File: config.mk
export PLATFORM = sky130hd
export DESIGN_NAME = tbird_light_seq
export DESIGN_NICKNAME = d
export VERILOG_FILES = /design/src/rtl/tbird_pkg.sv /design/src/rtl/sync_ff.sv /design/src/rtl/tbird_light_seq.sv
export SDC_FILE = /design/constraint.sdc
export NUM_CORES = 1
export LEC_CHECK = 0
export BUFFER_PORTS_ARGS = -buffer_cell sky130_fd_sc_hd__buf_2
export CAP_MARGIN = 10
export CELL_PAD_IN_SITES_DETAIL_PLACEMENT = 1
export CELL_PAD_IN_SITES_GLOBAL_PLACEMENT = 2
export CORE_MARGIN = 1
export CORE_UTILIZATION = 24
export CTS_CLUSTER_DIAMETER = 30
export DETAILED_ROUTE_END_ITERATION = 12
export HOLD_SLACK_MARGIN = 0.06
export PLACE_DENSITY_LB_ADDON = 0.1
export SYNTH_ARGS = -nofsm -noshare
export SYNTH_HDL_FRONTEND = slang
export SYNTH_SLANG_ARGS = --single-unit
File: constraint.sdc
create_clock -name clk -period 1.06 [get_ports clk]
set_input_delay 0.159 -clock clk [delete_from_list [all_inputs] [get_ports clk]]
set_output_delay 0.159 -clock clk [all_outputs]
set_load 0.01 [all_outputs]
File: src/rtl/tbird_pkg.sv
// Shared types and lamp patterns for the Thunderbird tail-light sequencer.
package tbird_pkg;

  localparam int unsigned STATE_W = 3;
  localparam int unsigned LAMP_W  = 3;

  typedef enum logic [STATE_W-1:0] {
    IDLE = 3'd0,
    L1   = 3'd1,
    L2   = 3'd2,
    L3   = 3'd3,
    R1   = 3'd4,
    R2   = 3'd5,
    R3   = 3'd6,
    LR3  = 3'd7
  } state_t;

  localparam logic [LAMP_W-1:0] PAT_OFF = 3'b000;
  localparam logic [LAMP_W-1:0] PAT_1   = 3'b001;
  localparam logic [LAMP_W-1:0] PAT_2   = 3'b011;
  localparam logic [LAMP_W-1:0] PAT_3   = 3'b111;

endpackage

File: src/rtl/sync_ff.sv
// Single-bit multi-flop synchroniser with asynchronous reset to 0.
module sync_ff #(
  parameter int unsigned STAGES = 2
) (
  input  logic clk,
  input  logic rst,
  input  logic d,
  output logic q
);

  logic [STAGES-1:0] chain;

  always_ff @(posedge clk or posedge rst) begin
    if (rst) chain <= '0;
    else     chain <= {chain[STAGES-2:0], d};
  end

  assign q = chain[STAGES-1];

endmodule

File: src/rtl/tbird_light_seq.sv
// Tail-light sequencer: steps left/right/hazard lamp patterns on each clk_en pulse.
module tbird_light_seq
  import tbird_pkg::*;
#(
  parameter int unsigned SYNC_STAGES = 2
) (
  input  logic              clk,
  input  logic              rst,
  input  logic              clk_en,
  input  logic              left,
  input  logic              right,
  input  logic              haz,
  output logic [LAMP_W-1:0] l_lights,
  output logic [LAMP_W-1:0] r_lights,
  output logic              busy
);

  logic   ls, rs, hs;
  state_t state_q, state_d;

  sync_ff #(.STAGES(SYNC_STAGES)) u_sync_left  (.clk(clk), .rst(rst), .d(left),  .q(ls));
  sync_ff #(.STAGES(SYNC_STAGES)) u_sync_right (.clk(clk), .rst(rst), .d(right), .q(rs));
  sync_ff #(.STAGES(SYNC_STAGES)) u_sync_haz   (.clk(clk), .rst(rst), .d(haz),   .q(hs));

  always_ff @(posedge clk or posedge rst) begin
    if (rst)         state_q <= IDLE;
    else if (clk_en) state_q <= state_d;
  end

  // Next state; hazard wins over an in-progress turn sequence.
  always_comb begin
    state_d = IDLE;
    case (state_q)
      IDLE: begin
        if (hs || (ls && rs)) state_d = LR3;
        else if (ls)          state_d = L1;
        else if (rs)          state_d = R1;
        else                  state_d = IDLE;
      end
      L1:      state_d = hs ? LR3 : L2;
      L2:      state_d = hs ? LR3 : L3;
      R1:      state_d = hs ? LR3 : R2;
      R2:      state_d = hs ? LR3 : R3;
      L3, R3, LR3: state_d = IDLE;
      default: state_d = IDLE;
    endcase
  end

  // Moore lamp decode straight from the state register.
  always_comb begin
    l_lights = PAT_OFF;
    r_lights = PAT_OFF;
    case (state_q)
      L1:  l_lights = PAT_1;
      L2:  l_lights = PAT_2;
      L3:  l_lights = PAT_3;
      R1:  r_lights = PAT_1;
      R2:  r_lights = PAT_2;
      R3:  r_lights = PAT_3;
      LR3: begin
        l_lights = PAT_3;
        r_lights = PAT_3;
      end
      default: begin
        l_lights = PAT_OFF;
        r_lights = PAT_OFF;
      end
    endcase
  end

  assign busy = (state_q != IDLE);

endmodule
==> impl_metrics.toml <==
[power_and_ir_drop]
p_sw_frac = 0.374
p_sw_uw = 780
p_leak_uw = 0.000329
comb_power_share = 0.620
pwr-share-seq = 0.252
clkPwrFrac = 0.128
cellPowerDensity_nw_per_um2 = 3040
ir_drop_uv = 901
intPower_uw = 1310

[worst_setup_path]
worstPathRequired_ns = 0.90
r2r_slack_ns = -0.23
path_max_fanout = 6
critical_path.endpoint_type = "output pin"
cp.arrival_ns = 1.19
startpoint_type = "flip-flop"
reg2reg_from = "state_q[2]$_DFFE_PP0P_"
path_class = "reg -> out"
r2r_end = "state_q[2]$_DFFE_PP0P_"
ff2ff_path_depth = 6

[die]
start_util = 0.258
die_x_um = 42.3
core_area_um2 = 1510
rows = 14
die_h_um = 42.3
pin_count = 13
die_area_um2 = 1790

[timing]
setup_viol = 9
period_share = 1.27
slew_viol_final = 0
finClkSkew_ns = 0.00483
rsz0062_at_grt = "yes"
tns_ns = -1.86
tightest_slew_ns = 0.338
finalWorstSetupSlack_ns = -0.286
hold_viol_final = 0
holdWs_ns = 0.204
period_needed_ns = 1.35
slew_headroom = 0.774
fmax_mhz = 743

[synth]
syn_inst = 35
synth-compound-area-share = 0.203
synth-seq-cells = 9
synth_fp_nets = 41
synthAdderAreaFrac = 0
yosys.area_share.simple = 0.122
yosysWarnings = 0
synth_top_family_by_area = "compound AO/OA/AOI/OAI gates"
synth-xor-area-share = 0
synth_cell_types = 19
synth.avg_cell_area_um2 = 11.1
muxShareOfSynthArea = 0
synth_seq_area_share = 0.579
synth_area_um2 = 389

[clock_network]
htree_levels = 1
clk_pin_slew_worst_paths_ns = 0.06
cts_root_buf = "clkbuf_4"
ctsLongestPathBuffers = 2
clkSinkCount = 9
cts_tree = "done"
clk-insertion-delay-late_ns = 0.26
cts_buffers = 3

[worst_hold_path]
min_to = "state_q[0]$_DFFE_PP0P_"
hold_depth = 2
hold_path_startpoint = "clk_en"
hp-class = "in -> reg"

[place]
portBuffers = 12
place_ws_ns = -0.0445
dp_hpwl_um = 618
placed_cell_area_um2 = 480
place.gp.congestion = 0.690

[route]
dr_total_vias = 362
ant_nets = 0
drc = 1
drt_wl_total_um = 1170
via_per_inst = 4.53
first_pass_iters = 7
drt_iter0_markers = 4
avgRoutedWirePerCell_um = 14.6

[global_route]
grt_pass1_vias = 363
antenna_found_initial = 0
met1_usage = 0.156
grt_use_met3 = 0.0388
grt_most_used_layer = "met2"
grt_pass1_wl_um = 1700
overflow = 0
grt_use_total = 0.135
grt_max_degree = 10
use_met2 = 0.222

[layout]
diodes = 0
layout_commonest_cell = "buf_6"
drive_gt1_frac = 0.625
most-common-layout-cells = "buf_6, buf_2, dfrtp_1"
final_cell_area_um2 = 687
final_util = 0.456
syn2layout_area_growth_pct = 76.5
final_nets = 71

[status]
violations = "design-rule violations, negative setup slack"
outcome = "complete, but fails checks"

[flow_run]
max_cap_viol_count = 0
==> Yosys cell counts <==
cell      n  share of area
a311oi_1  2          0.045
o41ai_1   1          0.023
clkbuf_1  1         0.0096
inv_1     1         0.0096
a211oi_1  1          0.019
buf_6     2          0.058
a21o_1    1          0.019
o21ai_1   1          0.013
dfrtp_1   9           0.58
nand2b_1  1          0.016
or3_1     1          0.016
a21boi_2  1          0.029
nand3_1   1          0.013
and2_2    2          0.039
o22ai_1   1          0.016
nand2_1   1         0.0096
inv_2     2          0.019
nor2_1    3          0.029
o21ai_0   3          0.039
==> timing repair <==
action | 4_1_cts | 5_1_grt
hold endpoints to repair | 12 | 0
hold buffers | 4 | 0
setup endpoints to repair | 10 | 10
resized for setup | 10 | 11
buffers inserted | 4 | 4
pin swaps | 4 | 4
==> worst max-delay path by stage <==
| stage | from | end | slack, ns | cells after the start |
|---|---|---|---|---|
| final | state_q[2]$_DFFE_PP0P_ | busy | -0.29 | 2 |
| after CTS | state_q[0]$_DFFE_PP0P_ | busy | -0.29 | 2 |
| after global routing | state_q[0]$_DFFE_PP0P_ | busy | -0.34 | 2 |
| after floorplan | state_q[1]$_DFFE_PP0P_ | state_q[0]$_DFFE_PP0P_ | 0.007 | 3 |
| after detailed placement | state_q[1]$_DFFE_PP0P_ | busy | -0.04 | 2 |
| after global placement | state_q[1]$_DFFE_PP0P_ | busy | -0.05 | 2 |
==> flip-flops by register name, indices dropped and copies added, names as in the netlist <==
signal	flops
state_q	3
u_sync_haz.chain	2
u_sync_left.chain	2
u_sync_right.chain	2
==> layer usage <==
layer	share of wire	vias up
met5	0	-
met4	0	0
met3	0.029	0
met2	0.57	7
met1	0.40	177
li1	-	178
==> cell families (layout without fill, tap and decap cells) <==
logic type / after synthesis / in the layout
DFF: 9 / 9
AOI/OAI and AO/OA: 11 / 11
and+or+nand+nor: 9 / 9
buffers and inverters: 6 / 35
==> per-stage QoR <==
step | total power [µW] | std cells
after floorplan | 967 | 35
after global placement | 1220 | 65
after detailed placement | 1240 | 65
after CTS | 1790 | 77
after global routing | 2230 | 80
final | 2090 | 80
==> power groups by stage <==
| stage | registers [µW] | clock network [µW] | logic (µW) |
|---|---|---|---|
| after floorplan | 465 | 0 | 502 |
| after global placement | 519 | 0 | 704 |
| after detailed placement | 522 | 0 | 715 |
| after CTS | 515 | 277 | 997 |
| after global routing | 538 | 299 | 1390 |
| final | 526 | 267 | 1290 |
==> critical path, cell delays in order, from the launching register on <==
cell	delay (ns)
dfrtp_2	0.46
or3_1	0.31
buf_2	0.14
==> layout make-up <==
class | count | area (µm²)
Multi-Input combinational cell | 20 | 165
Sequential cell | 9 | 228
Clock buffer | 3 | 22.5
Tap cell | 16 | 20.0
Inverter | 3 | 11.3
Clock inverter | 1 | 5.00
Fill cell | 162 | 820
Timing Repair Buffer | 28 | 235
Power figures use the tool's default switching activity.
